File: config.mk
export PLATFORM = sky130hd
export DESIGN_NAME = sd_arbiter
export DESIGN_NICKNAME = d
export VERILOG_FILES = /design/src/rtl/sd_arbiter_pkg.sv /design/src/rtl/sd_arbiter_anfrage.sv /design/src/rtl/sd_arbiter.sv
export SDC_FILE = /design/constraint.sdc
export NUM_CORES = 1
export LEC_CHECK = 0
export BUFFER_PORTS_ARGS = -buffer_cell sky130_fd_sc_hd__buf_2
export CAP_MARGIN = 25
export CORE_AREA = 2 2 129 131
export CTS_CLUSTER_DIAMETER = 120
export DETAILED_ROUTE_END_ITERATION = 10
export DIE_AREA = 0 0 131 133
export PLACE_DENSITY_LB_ADDON = 0.05
export SYNTH_ARGS = -nofsm -noshare
export SYNTH_HDL_FRONTEND = slang
export SYNTH_SLANG_ARGS = --single-unit
File: constraint.sdc
create_clock -name Clock -period 3.4 [get_ports Clock]
set_input_delay 0 -clock Clock [delete_from_list [all_inputs] [get_ports Clock]]
set_output_delay 0 -clock Clock [all_outputs]
set_load 0.1 [all_outputs]
File: src/rtl/sd_arbiter_pkg.sv
// Shared definitions for the SD word-reader arbiter: FSM state codes, port indices, grant constants.
// Latency: n/a (declarations only).
// Backpressure: n/a.
package sd_arbiter_pkg;

    // 3-bit state encoding; IDLE must stay 0 so the debug output reads 0 out of reset.
    typedef enum logic [2:0] {
        ST_IDLE     = 3'd0,
        ST_START    = 3'd1,
        ST_LESEN    = 3'd2,
        ST_NACHLAUF = 3'd3,
        ST_TREFFER  = 3'd4
    } zustand_t;

    // Bit positions inside the one-hot Aktiv vector.
    localparam int PORT_A = 0;
    localparam int PORT_B = 1;

    localparam logic [1:0] AKTIV_KEINER = 2'b00;
    localparam logic [1:0] AKTIV_A      = 2'b01;
    localparam logic [1:0] AKTIV_B      = 2'b10;

    // One-hot grant vector for the selected port.
    function automatic logic [1:0] aktiv_von(input logic port_b);
        return port_b ? AKTIV_B : AKTIV_A;
    endfunction

endpackage

File: src/rtl/sd_arbiter_anfrage.sv
// Per-port read request buffer: holds one pending word address until the arbiter takes it.
// Latency: a Lesen pulse in cycle 0 shows up as pending in cycle 1.
// Backpressure: busy = pending | granted; a Lesen pulse while busy is dropped silently.
//
// Ports: Clock/Reset (async active-low); lesen/adresse request from the port;
//        freigabe clears pending when the arbiter grants this port;
//        gewaehrt marks this port as the one currently being served;
//        pending/adr feed the arbiter, busy goes back to the requester.
module sd_arbiter_anfrage (
    input  logic        Clock,
    input  logic        Reset,
    input  logic        lesen,
    input  logic [31:0] adresse,
    input  logic        freigabe,
    input  logic        gewaehrt,
    output logic        pending,
    output logic [31:0] adr,
    output logic        busy
);

    assign busy = pending | gewaehrt;

    always_ff @(posedge Clock or negedge Reset) begin
        if (!Reset) begin
            pending <= 1'b0;
            adr     <= 32'd0;
        end else if (freigabe) begin
            // freigabe only happens while pending, so busy is high and no
            // new request can be captured in the same cycle.
            pending <= 1'b0;
        end else if (lesen && !busy) begin
            pending <= 1'b1;
            adr     <= adresse;
        end
    end

endmodule

File: src/rtl/sd_arbiter.sv
// Round-robin arbiter sharing one SD word-reader between port A (CPU) and port B (loader/DMA).
// Latency: Lesen in cycle 0 -> SD_Lesen in cycle 2; SD_Fertig first high in cycle N -> X_Fertig in N+1.
// Backpressure: one buffered request per port; X_Busy high while pending or in flight, extra pulses dropped.
//
// Ports: Clock, Reset (async active-low); A_*/B_* requester ports (Lesen, Adresse in;
//        Daten, Fertig, Fehler, Busy out); SD_* reader interface; Aktiv one-hot grant;
//        zustand FSM state for debug.
// Optional: define SD_ARB_CACHE_EN for a one-entry read cache served through TREFFER.
module sd_arbiter
    import sd_arbiter_pkg::*;
#(
    parameter logic [23:0] TIMEOUT = 24'd10_000_000
) (
    input  logic        Clock,
    input  logic        Reset,
    input  logic        A_Lesen,
    input  logic [31:0] A_Adresse,
    output logic [31:0] A_Daten,
    output logic        A_Fertig,
    output logic        A_Fehler,
    output logic        A_Busy,
    input  logic        B_Lesen,
    input  logic [31:0] B_Adresse,
    output logic [31:0] B_Daten,
    output logic        B_Fertig,
    output logic        B_Fehler,
    output logic        B_Busy,
    output logic [31:0] SD_Adresse,
    output logic        SD_Lesen,
    input  logic [31:0] SD_Daten,
    input  logic        SD_Fertig,
    input  logic        SD_Busy,
    output logic [1:0]  Aktiv,
    output logic [2:0]  zustand
);

    zustand_t    state_q, state_d;

    logic        a_pend, b_pend;
    logic [31:0] a_adr, b_adr;
    logic        a_gew, b_gew;
    logic        a_frei, b_frei;

    logic        last_b_q;       // last served port: 1 = B
    logic        port_b_q;       // port currently being served: 1 = B
    logic        fertig_prev_q;
    logic [23:0] cnt_q;

    logic        any_pend, win_b, hit;
    logic [31:0] win_adr;
    logic        fertig_edge, tmo_reached;
    logic        grant, sd_grant, done, tmo;

    // ---------------------------------------------------------------
    // Request buffers
    // ---------------------------------------------------------------
    sd_arbiter_anfrage u_anfrage_a (
        .Clock    (Clock),
        .Reset    (Reset),
        .lesen    (A_Lesen),
        .adresse  (A_Adresse),
        .freigabe (a_frei),
        .gewaehrt (a_gew),
        .pending  (a_pend),
        .adr      (a_adr),
        .busy     (A_Busy)
    );

    sd_arbiter_anfrage u_anfrage_b (
        .Clock    (Clock),
        .Reset    (Reset),
        .lesen    (B_Lesen),
        .adresse  (B_Adresse),
        .freigabe (b_frei),
        .gewaehrt (b_gew),
        .pending  (b_pend),
        .adr      (b_adr),
        .busy     (B_Busy)
    );

    // ---------------------------------------------------------------
    // Arbitration: on a tie the port that was not served last wins.
    // ---------------------------------------------------------------
    assign any_pend    = a_pend | b_pend;
    assign win_b       = (a_pend && b_pend) ? ~last_b_q : b_pend;
    assign win_adr     = win_b ? b_adr : a_adr;
    assign fertig_edge = SD_Fertig & ~fertig_prev_q;

    // cnt_q counts cycles since the grant edge (1 in START), so the abort
    // fires TIMEOUT cycles after the grant decision.
    assign tmo_reached = (TIMEOUT != 24'd0) &&
                         (({1'b0, cnt_q} + 25'd1) >= {1'b0, TIMEOUT});

`ifdef SD_ARB_CACHE_EN
    logic        cache_vld_q;
    logic [31:0] cache_adr_q;
    logic [31:0] cache_dat_q;

    assign hit = cache_vld_q && (cache_adr_q == win_adr);
`else
    assign hit = 1'b0;
`endif

    // Served-port flags; a cache hit has no Aktiv bit but still keeps the
    // port busy until its completion pulse.
    assign a_gew  = Aktiv[PORT_A] | ((state_q == ST_TREFFER) && !port_b_q);
    assign b_gew  = Aktiv[PORT_B] | ((state_q == ST_TREFFER) &&  port_b_q);
    assign a_frei = grant & ~win_b;
    assign b_frei = grant &  win_b;

    assign zustand = state_q;

    // ---------------------------------------------------------------
    // FSM: state register
    // ---------------------------------------------------------------
    always_ff @(posedge Clock or negedge Reset) begin
        if (!Reset) begin
            state_q <= ST_IDLE;
        end else begin
            state_q <= state_d;
        end
    end

    // ---------------------------------------------------------------
    // FSM: next state
    // ---------------------------------------------------------------
    always_comb begin
        state_d = state_q;
        case (state_q)
            ST_IDLE: begin
                // Waiting for SD_Busy=0 also covers reader init and a sector
                // abandoned by reset.
                if (!SD_Busy && any_pend) begin
`ifdef SD_ARB_CACHE_EN
                    state_d = hit ? ST_TREFFER : ST_START;
`else
                    state_d = ST_START;
`endif
                end
            end
            ST_START: state_d = ST_LESEN;
            ST_LESEN: begin
                if (fertig_edge || tmo_reached) begin
                    state_d = ST_NACHLAUF;
                end
            end
            ST_NACHLAUF: begin
                if (!SD_Busy) begin
                    state_d = ST_IDLE;
                end
            end
`ifdef SD_ARB_CACHE_EN
            ST_TREFFER: state_d = ST_IDLE;
`endif
            default: state_d = ST_IDLE;
        endcase
    end

    // ---------------------------------------------------------------
    // FSM: outputs / strobes
    // ---------------------------------------------------------------
    always_comb begin
        grant    = 1'b0;
        sd_grant = 1'b0;
        done     = 1'b0;
        tmo      = 1'b0;
        SD_Lesen = 1'b0;
        case (state_q)
            ST_IDLE: begin
                if (!SD_Busy && any_pend) begin
                    grant    = 1'b1;
                    sd_grant = !hit;
                end
            end
            ST_START: SD_Lesen = 1'b1;
            ST_LESEN: begin
                // A completion edge in the same cycle as the limit still counts.
                if (fertig_edge) begin
                    done = 1'b1;
                end else if (tmo_reached) begin
                    tmo = 1'b1;
                end
            end
            default: ;
        endcase
    end

    // ---------------------------------------------------------------
    // Datapath: grant bookkeeping, address, timeout counter, port results
    // ---------------------------------------------------------------
    always_ff @(posedge Clock or negedge Reset) begin
        if (!Reset) begin
            fertig_prev_q <= 1'b0;
            last_b_q      <= 1'b1;   // first tie goes to A
            port_b_q      <= 1'b0;
            cnt_q         <= 24'd0;
            Aktiv         <= AKTIV_KEINER;
            SD_Adresse    <= 32'd0;
            A_Daten       <= 32'd0;
            B_Daten       <= 32'd0;
            A_Fertig      <= 1'b0;
            B_Fertig      <= 1'b0;
            A_Fehler      <= 1'b0;
            B_Fehler      <= 1'b0;
        end else begin
            fertig_prev_q <= SD_Fertig;
            A_Fertig      <= 1'b0;
            B_Fertig      <= 1'b0;
            A_Fehler      <= 1'b0;
            B_Fehler      <= 1'b0;

            if (grant) begin
                last_b_q <= win_b;
                port_b_q <= win_b;
            end

            if (sd_grant) begin
                SD_Adresse <= win_adr;
                Aktiv      <= aktiv_von(win_b);
                cnt_q      <= 24'd1;
            end else if (state_q == ST_START || state_q == ST_LESEN) begin
                cnt_q <= cnt_q + 24'd1;
            end

            if (done) begin
                if (port_b_q) begin
                    B_Daten  <= SD_Daten;
                    B_Fertig <= 1'b1;
                end else begin
                    A_Daten  <= SD_Daten;
                    A_Fertig <= 1'b1;
                end
            end

            // Data stays untouched on abort; only the error pulse goes out.
            if (tmo) begin
                if (port_b_q) begin
                    B_Fehler <= 1'b1;
                end else begin
                    A_Fehler <= 1'b1;
                end
            end

            if (state_q == ST_NACHLAUF && !SD_Busy) begin
                Aktiv <= AKTIV_KEINER;
            end

`ifdef SD_ARB_CACHE_EN
            if (state_q == ST_TREFFER) begin
                if (port_b_q) begin
                    B_Daten  <= cache_dat_q;
                    B_Fertig <= 1'b1;
                end else begin
                    A_Daten  <= cache_dat_q;
                    A_Fertig <= 1'b1;
                end
            end
`endif
        end
    end

`ifdef SD_ARB_CACHE_EN
    // ---------------------------------------------------------------
    // One-entry cache: refreshed on every SD completion, dropped on abort.
    // ---------------------------------------------------------------
    always_ff @(posedge Clock or negedge Reset) begin
        if (!Reset) begin
            cache_vld_q <= 1'b0;
            cache_adr_q <= 32'd0;
            cache_dat_q <= 32'd0;
        end else if (tmo) begin
            cache_vld_q <= 1'b0;
        end else if (done) begin
            cache_vld_q <= 1'b1;
            cache_adr_q <= SD_Adresse;
            cache_dat_q <= SD_Daten;
        end
    end
`endif

endmodule

# == After elaboration in Yosys (flattened, before gate mapping) ==
# Cells that the tools add are included.
# Widths: inputs -> output; s select.
# op_classes
add_sub_neg,2
mux,29
reduce_logical,23
n_bitwise,14
eq_ne,7
magnitude_cmp,1
# ops
operator,n
$mux 24,2
$mux 32,1
$add 24x1->25 const B,1
$ge 25x24->1 const B,1
$add 24x1->24 const B,1
$mux 1,19
$pmux 3 s4,1
$mux 3,3
$reduce_and 2->1,4
$reduce_bool 2->1,4
$logic_and 1x1->1,7
$eq 3x2->1 const B,2
$mux 2,3
$ne 2x2->1 const B,3
$not 1->1,6
$or 1x1->1,5
$logic_not 1->1,4
$and 1x1->1,3
$eq 3x1->1 const B,1
$eq 3x3->1 const B,1
$logic_not 3->1,1
$reduce_and 3->1,1
$logic_or 1x1->1,2
# word_totals
ff_bits,198
wordCells,93
input_bits,102

# == Logic depth before layout (Yosys ltp) ==
# depth
depth_word,8
ltp_mapped,10
ltp_nobuf,9

# == Modules after synthesis ==
# Synthesis repeated with hierarchy kept, for this count alone.
# hier_totals
cells_unflattened,733
hier_area_um2,8504.4
# modules_own_cells
module,cells_per_inst,n_inst,seq_area_each_um2,area_each_um2
sd_arbiter,587,1,3279.4,5974.5
sd_arbiter_anfrage,73,2,825.8,1265.0

# == Worst setup path after synthesis ==
# OpenSTA, ideal clock, no wires.
# synth_timing
path_kind,reg-to-reg
from,"register state_q[1], in the netlist zustand[1]"
to,register A_Daten[10]
slack_ps,732
setup_time_ps,125
stages_incl_launch_ff,6
period_less_slack_ps,2668
t_arrival_ps,2542
cell_sequence,dfrtp_1 -> ha_1 -> inv_1 -> nor3_1 -> clkbuf_1 -> mux2_2
# synth_between
elab_chain_cells,3
# synth_rtl
item,line,text
start: declaration,sd_arbiter.sv:37,"zustand_t state_q, state_d;"
start signal: assignment,sd_arbiter.sv:120,state_q <= state_d;
$eq 3x2->1,sd_arbiter.sv:168,case (state_q)
$mux 1,sd_arbiter.sv:168,
$reduce_and 2->1 (no source line),--,
end signal: assignment,sd_arbiter.sv:230,A_Daten <= SD_Daten;
end: declaration,sd_arbiter.sv:18,"output logic [31:0] A_Daten,"
# No other way between the ends.
# A chain may end at the register's enable or synchronous reset.

# == Final worst setup path ==
# layout_timing
from,register cnt_q[0]
to,"register state_q[1], in the netlist zustand[1]"
# layout_between
elab_chain_cells,5
# layout_rtl
item,line,text
start: declaration,sd_arbiter.sv:47,logic [23:0] cnt_q;
start signal: assignment,sd_arbiter.sv:222,cnt_q <= cnt_q + 24'd1;
$add 24x1->25,sd_arbiter.sv:92,"(({1'b0, cnt_q} + 25'd1) >= {1'b0, TIMEOUT});"
$ge 25x24->1,sd_arbiter.sv:92,
$logic_or 1x1->1,sd_arbiter.sv:143,if (fertig_edge || tmo_reached) begin
$ne 2x2->1 (no source line),--,
$reduce_and 3->1 (no source line),--,
# No other way between the ends.

==> impl_metrics.yaml <==
global_route:
  grt_start_max_net_pins: 121
  grt_pass1_vias: 6771
  antenna_found_initial: 0
  track_usage: 0.2443
  grt_pass1_wl_mm: 33.35
  grt-ovfl-total: 0
setup_path:
  r2r_setup_slack_ps: 530
  required_ps: 3710
  critPathLaunch: "cnt_q[0]"
  path_class: "reg -> reg"
  worstReg2RegEnd: "zustand[1]"
  crit_path_end: "zustand[1]"
  critPathLaunchType: "register"
  arrival_ps: 3180
  rr_worst_depth: 9
  max_stage_delay_ps: 510
  endpoint_kind: "register"
  crit_path_max_fanout: 10
  r2r_start: "cnt_q[0]"
  crit_slowest_cell: "dfrtp_1"
  crit_chain: "ha_1, nand3_1, nor2_2, nand2_1, o41ai_1, a32o_1, a31oi_2, a31o_1, mux2_4"
hold_path:
  hold_depth: 4
  min_path_type: "in -> reg"
  worstHoldStart: "A_Lesen"
logic_synthesis:
  avgSynthCellArea_um2: 11.69
  yosys-top-cells-area: "dfrtp_1 (58%), mux2_2 (13%), nand2_1 (6.3%)"
  synth.most_common_cell: "dfrtp_1"
  ys_seq_area_frac: 0.5873
  yosysTopAreaCellShare: 0.5842
  async_flop_share: 1.000
  ys_top_cells_by_count: "dfrtp_1 (196), nand2_1 (141), mux2_2 (96)"
  syn_area_mm2: 0.008396
  synth-edff-count: 0
  yosysTopAreaCell: "dfrtp_1"
  synthSimpleGateAreaFrac: 0.1313
  synth_ff_type: "dfrtp_1"
  synth-adder-area-share: 0.007452
  synth_top_family_by_area: "multiplexers"
  synth_compound_area_frac: 0.04948
  ys_warn_count: 0
  synth_seq_cells: 197
  synthMuxAreaShare: 0.1735
  synth_cell_types: 56
  synth_xor_area_frac: 0.02399
  synth_nets: 825
  syn_inst: 718
cts:
  cts.repair.resized: 0
  cts_max_path_buffers: 2
  tritoncts: "done"
  postCtsHoldBufs: 99
  clock-root-buffer: "clkbuf_16"
  clock_latency_ps: 430
  cts_made_buffers: 17
  post_cts_buffers: 0
  clk_pin_slew_ps: 70
  numClockSinks: 197
  htree_levels: 4
timing:
  rsz0062_at_grt: "false"
  finalClockSkew_ps: 11.76
  setup_viol: 0
  relSlewSlack: 0.3911
  tightest_slew_ps: 913.4
  timing.setup.tns_ps: 0
  max_freq_mhz: 348.0
  min_period_over_period: 0.8452
  post-route-min-period_ps: 2874
  hold_viol_final: 0
  finalMaxSlewViolations: 0
placement:
  place_hpwl_mm: 13.38
  gp_congestion: 0.8321
  place.port_buffers: 208
run_status:
  status: "complete, no violations"
routing:
  viasPerCell: 5.149
  vias: 6410
  wirelength_mm: 20.50
  drc: 0
  drt_pre_antenna_iters: 5
  drt_first_iter_violations: 348
  routedWlPerCell_um: 16.47
  drtAntennaViolNets: 0
finish:
  syn2layout_area_growth_pct: 34.87
  insertedDiodeCount: 0
  final_nets: 1120
  layout-drive-gt1-share: 0.3580
floorplanning:
  die-area_mm2: 0.01742
  ios: 210
  fp.dieH_um: 133
  num_rows: 47
  initial_core_util: 0.5191
  coreArea_mm2: 0.01617
  fp.dieW_um: 131
job:
  max_cap_viol_count: 0
layer usage:
layer / vias up / part of all wire / wire length (um) / track usage
li1: 3026 / - / - / -
met1: 3150 / 0.42 / 8674 / 0.3039
met2: 198 / 0.49 / 10110 / 0.4108
met3: 36 / 0.059 / 1210 / 0.06268
met4: 0 / 0.024 / 501 / 0.08747
met5: - / 0 / 0 / 0
worst min path at each step:
stage / end / slack (ps)
floorplan: A_Daten[0] / -300
global placement: fertig_prev_q / 150
detailed placement: fertig_prev_q / 150
CTS: u_anfrage_a.adr[8] / 120
global route: u_anfrage_a.adr[9] / 150
finish: u_anfrage_a.adr[6] / 150
worst max-delay path, delay by kind of cell (launching register included):
kind,cells,cell delay [ps]
compound gates,4,870
mux,1,300
fa+ha+maj,1,430
flops,1,510
simple gates,3,650
kinds of logic after synthesis:
logic type / count (synthesis)
muxes: 133
DFF: 197
and+or+nand+nor: 246
AOI/OAI and AO/OA: 61
buffers and inverters: 52
xor gates and xnor gates: 23
other: 1
adders and majority gates: 5
layout by cell type, fill, tap and decap left out, types with 3 or more instances in the layout:
cell type / count
buf_2: 207
dfrtp_1: 196
nand2_1: 140
dlygate4sd3_1: 100
mux2_2: 96
nor2_1: 37
mux2i_1: 36
o21ai_0: 34
clkbuf_16: 17
nand4_1: 13
xnor2_1: 12
nand3_1: 11
xor2_1: 11
inv_1: 10
nor3_1: 9
a21oi_1: 7
inv_8: 7
and3_1: 5
ha_1: 5
buf_4: 5
or2_2: 4
or3_1: 4
nand2b_1: 3
buf_12: 3
flip-flops by register name, indices dropped and copies added, names as in the netlist:
| signal | count |
|---|---|
| B_Fehler | 1 |
| A_Daten | 32 |
| A_Fertig | 1 |
| u_anfrage_b.pending | 1 |
| fertig_prev_q | 1 |
| last_b_q | 1 |
| SD_Adresse | 32 |
| Aktiv | 2 |
| u_anfrage_a.pending | 1 |
| A_Fehler | 1 |
| zustand | 2 |
| u_anfrage_a.adr | 32 |
| B_Fertig | 1 |
| port_b_q | 1 |
| cnt_q | 24 |
| B_Daten | 32 |
| u_anfrage_b.adr | 32 |
final cells by class:
class / count / area [um2]
sequential: 197 / 4931
tap: 220 / 275.3
timing repair buffer: 318 / 2191
inverter: 10 / 37.54
fill: 1208 / 4848
clock buffer: 17 / 425.4
clock inverter: 14 / 187.7
multi-input combinational: 469 / 3276
stage by stage:
| stage | util | hold WS, ps | setup slack (ps) | std cells | area (um2) |
|---|---|---|---|---|---|
| final | 0.7002 | 152.1 | 526.5 | 1245 | 11320 |
| after global routing | 0.7002 | 147.9 | 275.5 | 1245 | 11320 |
| after CTS | 0.6969 | 120.3 | 555.1 | 1242 | 11270 |
| after detailed placement | 0.5978 | 150.1 | 567.7 | 1112 | 9667 |
| after global placement | 0.5965 | 147.1 | 696.1 | 1111 | 9647 |
| after floorplan | - | -295.6 | 732.2 | 718 | 8396 |
Power is left out: the tool's default activity adds up to more than one toggle a clock period on the data nets, which glitch-free logic cannot reach.
